==> config.mk <==
export PLATFORM = sky130hd
export DESIGN_NAME = fetch_queue
export DESIGN_NICKNAME = d
export VERILOG_FILES = /design/src/rtl/fetch_queue.sv
export SDC_FILE = /design/constraint.sdc
export NUM_CORES = 1
export LEC_CHECK = 0
export CORE_MARGIN = 5
export CORE_UTILIZATION = 25
export DETAILED_ROUTE_END_ITERATION = 10
export GPL_ROUTABILITY_DRIVEN = 0
export HOLD_SLACK_MARGIN = 0.03
export PLACE_DENSITY = 0.53
export SYNTH_ARGS = -nofsm -noshare
export SYNTH_HDL_FRONTEND = slang
export SYNTH_SLANG_ARGS = --single-unit
==> constraint.sdc <==
create_clock -name clk -period 2.57 [get_ports clk]
set_input_delay 0.3855 -clock clk [delete_from_list [all_inputs] [get_ports clk]]
set_output_delay 0.3855 -clock clk [all_outputs]
set_load 0.05 [all_outputs]
==> src/rtl/fetch_queue.sv <==
// rtl/fetch_queue.sv - instruction-fetch buffer between the PC register and decode
//
// Captures {pc_in, instr_in} every cycle the queue can take it, presents the
// oldest pair to decode through a valid/ready handshake, and drives the PC
// register enable so fetch stalls while the queue is full. A flush from decode
// discards all queued work and the fetch in flight.
//
// Ports:
//   clk        rising-edge clock
//   reset      asynchronous active-low reset
//   pc_in      current PC (PC register output)
//   instr_in   instruction-memory word for pc_in, same cycle
//   flush      redirect: drop queue contents and the current fetch
//   id_ready   decode accepts the head entry this cycle
//   pc_enable  PC register enable (current fetch consumed, or redirect)
//   id_valid   head entry present
//   id_pc      PC of head entry (0 when empty)
//   id_instr   instruction of head entry (0 when empty)
//   id_pc8     id_pc + 8, link address for jal/jalr (0 when empty)
//   count      number of occupied entries, 0..DEPTH

module fetch_queue #(
    parameter int DEPTH = 4,
    localparam int PW   = $clog2(DEPTH),
    localparam int CW   = PW + 1
) (
    input  logic          clk,
    input  logic          reset,
    input  logic [31:0]   pc_in,
    input  logic [31:0]   instr_in,
    input  logic          flush,
    input  logic          id_ready,
    output logic          pc_enable,
    output logic          id_valid,
    output logic [31:0]   id_pc,
    output logic [31:0]   id_instr,
    output logic [31:0]   id_pc8,
    output logic [CW-1:0] count
);

    localparam logic [CW-1:0] FULL_COUNT = CW'(DEPTH);
    localparam logic [PW-1:0] PTR_ONE    = PW'(1);

    // Entry layout: {pc, instr}
    logic [63:0]   mem_q [DEPTH];
    logic [PW-1:0] rd_ptr_q, rd_ptr_d;
    logic [PW-1:0] wr_ptr_q, wr_ptr_d;
    logic [CW-1:0] count_q, count_d;

    logic          full;
    logic          push;
    logic          pop;
    logic [63:0]   head;

    assign full     = (count_q == FULL_COUNT);
    assign id_valid = (count_q != '0);

    // Flush blocks both sides. A pop frees a slot in the same cycle, so a full
    // queue can still take the current fetch when decode drains the head.
    assign pop       = id_valid & id_ready & ~flush;
    assign push      = ~flush & (~full | pop);

    // On flush the PC must load the redirect target, so it is enabled even
    // though nothing is pushed. With full and no pop the PC holds and the
    // same address is simply re-fetched next cycle.
    assign pc_enable = push | flush;

    always_comb begin
        rd_ptr_d = rd_ptr_q;
        wr_ptr_d = wr_ptr_q;
        count_d  = count_q;
        if (flush) begin
            rd_ptr_d = '0;
            wr_ptr_d = '0;
            count_d  = '0;
        end else begin
            if (push) begin
                wr_ptr_d = wr_ptr_q + PTR_ONE;
            end
            if (pop) begin
                rd_ptr_d = rd_ptr_q + PTR_ONE;
            end
            unique case ({push, pop})
                2'b10:   count_d = count_q + CW'(1);
                2'b01:   count_d = count_q - CW'(1);
                default: count_d = count_q;
            endcase
        end
    end

    always_ff @(posedge clk or negedge reset) begin
        if (!reset) begin
            rd_ptr_q <= '0;
            wr_ptr_q <= '0;
            count_q  <= '0;
        end else begin
            rd_ptr_q <= rd_ptr_d;
            wr_ptr_q <= wr_ptr_d;
            count_q  <= count_d;
        end
    end

    // Storage is cleared by reset only; a flush just rewinds the pointers and
    // leaves stale entries behind, which are never visible while count is 0.
    always_ff @(posedge clk or negedge reset) begin
        if (!reset) begin
            for (int i = 0; i < DEPTH; i++) begin
                mem_q[i] <= '0;
            end
        end else if (push) begin
            mem_q[wr_ptr_q] <= {pc_in, instr_in};
        end
    end

    // Head outputs come from registered state only; the zero-mask keeps stale
    // storage off the decode bus while the queue is empty.
    assign head     = mem_q[rd_ptr_q];
    assign id_pc    = id_valid ? head[63:32] : 32'h0;
    assign id_instr = id_valid ? head[31:0]  : 32'h0;
    assign id_pc8   = id_valid ? (head[63:32] + 32'd8) : 32'h0;
    assign count    = count_q;

endmodule

Word-level counts from Yosys, hierarchy flattened --
Cells that the tools add are included.
Storage, ports and cells: word-level logic and storage cells 47, input bits 68, bits in writable memories 0, memories 0, output and inout port bits 101, bits in latches 0, register bits 263, bits in read-only memories 0
Cells by class: equal/unequal tests 3, multiply operators 0, divide/modulo/power cells 0, magnitude comparators 3, add/sub/neg operators 5, mux-type cells 15, reductions and logical operators 5, bitwise gates (word level) 9, shifts and indexed selects 0
Operator list (number):
- 256-bit bitwise mux | 1
- 64-bit two-way mux | 3
- 64-bit binary-select mux with 2-bit select | 1
- 64-bit demux with 2-bit select | 1
- 32-bit two-way mux | 3
- 32-bit by 4-bit adder with 32-bit output (second input constant) | 1
- 2-bit two-way mux | 4
- 3-bit >= comparator (second input constant) | 2
- 2-bit NOT with 3-bit output | 2
- 3-bit case mux with 2 select lines | 1
- 3-bit nonzero test | 2
- 2-bit by 1-bit adder with 2-bit output (second input constant) | 2
- 2-bit nonzero test | 2
- 3-bit by 1-bit adder with 3-bit output (second input constant) | 1
- 1-bit AND | 3
- 3-bit equality test (second input constant) | 1
- 3-bit by 1-bit less-than comparator with 1-bit output (second input constant) | 1
- 3-bit two-way mux | 1
- 3-bit by 1-bit subtractor with 3-bit output (second input constant) | 1
- 2-bit by 1-bit equality test with 1-bit output (second input constant) | 1
- 2-bit equality test (second input constant) | 1
- 1-bit NOT | 2
- 1-bit bitwise OR | 2
- 1-bit logical AND | 1

Longest topological paths before layout --
depth in word-level cells 8, depth in mapped cells 10, depth with buffers taken out 7

Worst setup path before layout --
OpenSTA, ideal clock, no wires.
path kind reg2out, start register rd_ptr_q[0], end output id_pc8[26], stages on the path, launching flop included 8, data arrival time 2.980 ns, path buffers 2, data required time 2.184 ns, slack -0.796 ns, cell sequence dfrtp_1 > buf_6 > buf_12 > mux4_2 > nand3_4 > or4_4 > or4b_1 > a21oi_1
Between the ends: word-level cells in the longest chain between the ends 6
RTL lines:
- start, declared | line 46 | logic [PW-1:0] rd_ptr_q, rd_ptr_d;
- start signal, assigned | line 97 | rd_ptr_q <= rd_ptr_d;
- 2-bit NOT with 3-bit output (not written as such) | line 117 | assign head = mem_q[rd_ptr_q];
- 64-bit binary-select mux with 2-bit select | line 117
- 64-bit two-way mux (not written as such) (2 in series) | line 117
- 32-bit by 4-bit adder with 32-bit output | line 120 | assign id_pc8 = id_valid ? (head[63:32] + 32'd8) : 32'h0;
- 32-bit two-way mux | line 120
- end, declared | line 37 | output logic [31:0] id_pc8,
Every way passes these cells. The select of a mux whose other input is x is not followed.

Final worst setup path --
Ends and elaborated chain as after synthesis.

==> out/metrics.yaml <==
cpMaxStageDelayCell: "or4_4"
syn-num-nets: 943
htree_num_levels: 2
hpwl_um: 23500
required_ns: 2.18
nNetsFinal: 1231
synthFlopType: "dfrtp_1"
grt_pass1_vias: 9207
rsz0062_at_grt: "true"
path_cells: "buf_6 -> mux4_2 -> nand4_4 -> or4_4 -> or4b_4 -> a21oi_4 -> buf_12"
syn_inst: 868
cp-start-kind: "flop"
startpoint: "rd_ptr_q[0]"
grt_start_max_net_pins: 70
synth_area_per_cell_um2: 14.6
die_area_mm2: 0.0552
path_max_fanout: 6
first_pass_iters: 4
antenna_cells: 0
holdWs_ns: 0.427
seq_area_frac_synth_pct: 52.1
layout-drive-gt1-share_pct: 61.4
rows: 82
cpLargestDelayFamily: "simple AND/OR/NAND/NOR gates"
finalHoldViolations: 0
clock_path_buffers: 3
violations: "negative setup slack"
setup_violations: 91
initial_core_util_pct: 25.2
path_class: "reg -> out"
via_count: 8312
p_per_area_mw_per_mm2: 1460
wl_per_cell_um: 19.1
clk_latency_ns: 0.54
gr-usage-all-layers_pct: 12.7
root_buffer: "clkbuf_16"
drtIter0Drc: 254
endpoint_kind: "output pin"
synth_cell_type_count: 41
power_leakage_nw: 7.77
grt_pass1_wl_um: 56200
synth_edf_count: 0
layout_commonest_cell: "dfrtp_1"
relSlewSlack_pct: 42.1
fin_crit_sh_pct: 138
fmax_mhz: 282
min_period_ns: 3.54
chipWidth_um: 235
cts_tree: "built"
antenna_left: 0
overflow: 0
cts.clk_slew.worst_paths_ns: 0.05
syn2layout_area_growth_pct: 46.5
drv_slew: 0
power_mw: 27.1
critical_path.max_stage_delay_ns: 0.60
min_path_type: "in -> async"
die_h_um: 235
peakVddDrop_mv: 0.927
fin_skew_ns: 0.0197
viasPerCell: 4.49
port_buffers: 168
pin_count: 169
antenna_found_initial: 2
synth-async-reset-ratio_pct: 100
yosys_warnings: 0
drc_errors: 0
worstMarginPinSlew_ns: 0.869
arrival_ns: 3.16
maxCapViolCount: 0
syn_area_mm2: 0.0126
fin_ws_ns: -0.973
numCtsBuffers: 34
ys_ff_latch: 263
r2r-start: "count[1]"
clkSinkCount: 263
layout_common_cells: "259 x dfrtp_1, 256 x mux2_2, 94 x buf_4"
core-area_mm2: 0.0501
status: "finished with violations"
crit_buf_inv: 2
routed_wl_um: 35300
[Yosys cell counts, types with 6 or more instances]
library cell / number / area, um2
mux4_1: 9 / 236
inv_1: 6 / 22.5
ha_1: 7 / 87.6
nand2_1: 22 / 82.6
nor2_1: 29 / 109
buf_2: 6 / 30.0
mux2_2: 265 / 2980
clkbuf_1: 39 / 146
dfrtp_1: 263 / 6580
xnor2_1: 7 / 61.3
nor3_1: 7 / 35.0
a21oi_1: 13 / 65.1
and2_1: 66 / 413
nand3_1: 10 / 50.1
o21ai_0: 8 / 40.0
mux4_2: 55 / 1240
[state kept, by name, summed over array words and instances (netlist names)]
register	flops
rd_ptr_q	2
wr_ptr_q	2
count	3
mem_q	256
[cells by family after synthesis]
group | synth area share, %
flops | 52.1
fa+ha+maj | 0.693
simple gates | 7.62
mux | 35.5
xor+xnor | 0.832
compound gates | 1.00
buf+inv | 2.27
[area by class of cell]
cell class | instances | area [um2]
well taps | 672 | 841
clock inverters | 10 | 73.8
fillers | 4868 | 31600
flip-flops and latches | 263 | 6590
repair inverters | 1 | 11.3
multi-input cells | 544 | 6440
inverters | 6 | 32.5
repair buffers | 306 | 3530
clock buffers | 50 | 991
[stage by stage]
stage / util (%) / worst slack [ns] / cells / TNS, ns / instance area, um2
after floorplan: - / -0.321 / 868 / -3.76 / 13000
after global placement: 32.4 / -0.479 / 1748 / -13.35 / 16200
after detailed placement: 32.4 / -0.518 / 1748 / -14.85 / 16200
after CTS: 36.1 / -1.03 / 1825 / -39.78 / 18100
after global routing: 37.0 / -1.10 / 1852 / -47.82 / 18500
final: 37.0 / -0.973 / 1852 / -36.93 / 18500
[power breakdown]
part           switching [mW]  internal [mW]  total (mW)
Clock                    1.81           2.68        4.49
Combinational            7.99           7.79        15.8
Sequential              0.866           5.92        6.79
Total                    10.7           16.4        27.1
[routing by layer]
layer | routed length, um | GRT usage (%) | up-vias
met5 | 27 | 0 | -
met4 | 534 | 2.53 | 4
met3 | 1530 | 3.12 | 42
met2 | 16700 | 20.5 | 152
met1 | 16500 | 17.5 | 4352
li1 | - | - | 3762
[repair_timing]
item	in CTS	in global routing
setup endpoints to repair	96	96
setup buffers	15	31
hold buffers	1	0
gates cloned	1	2
hold endpoints to repair	60	0
pin swaps	26	25
resized for setup	169	60
[path summary, 6_finish.rpt]
kind	to	slack [ns]	cells past startpoint
max	id_pc8[26]	-0.97	7
min	mem_q[251]	0.43	2
max reg2reg	mem_q[56]	0.19	7
min reg2reg	mem_q[89]	0.50	1
max in group asynchronous	count[0]	1.32	3
min in group clk	mem_q[89]	0.50	1
No activity file was read; power rests on OpenSTA's default activity.
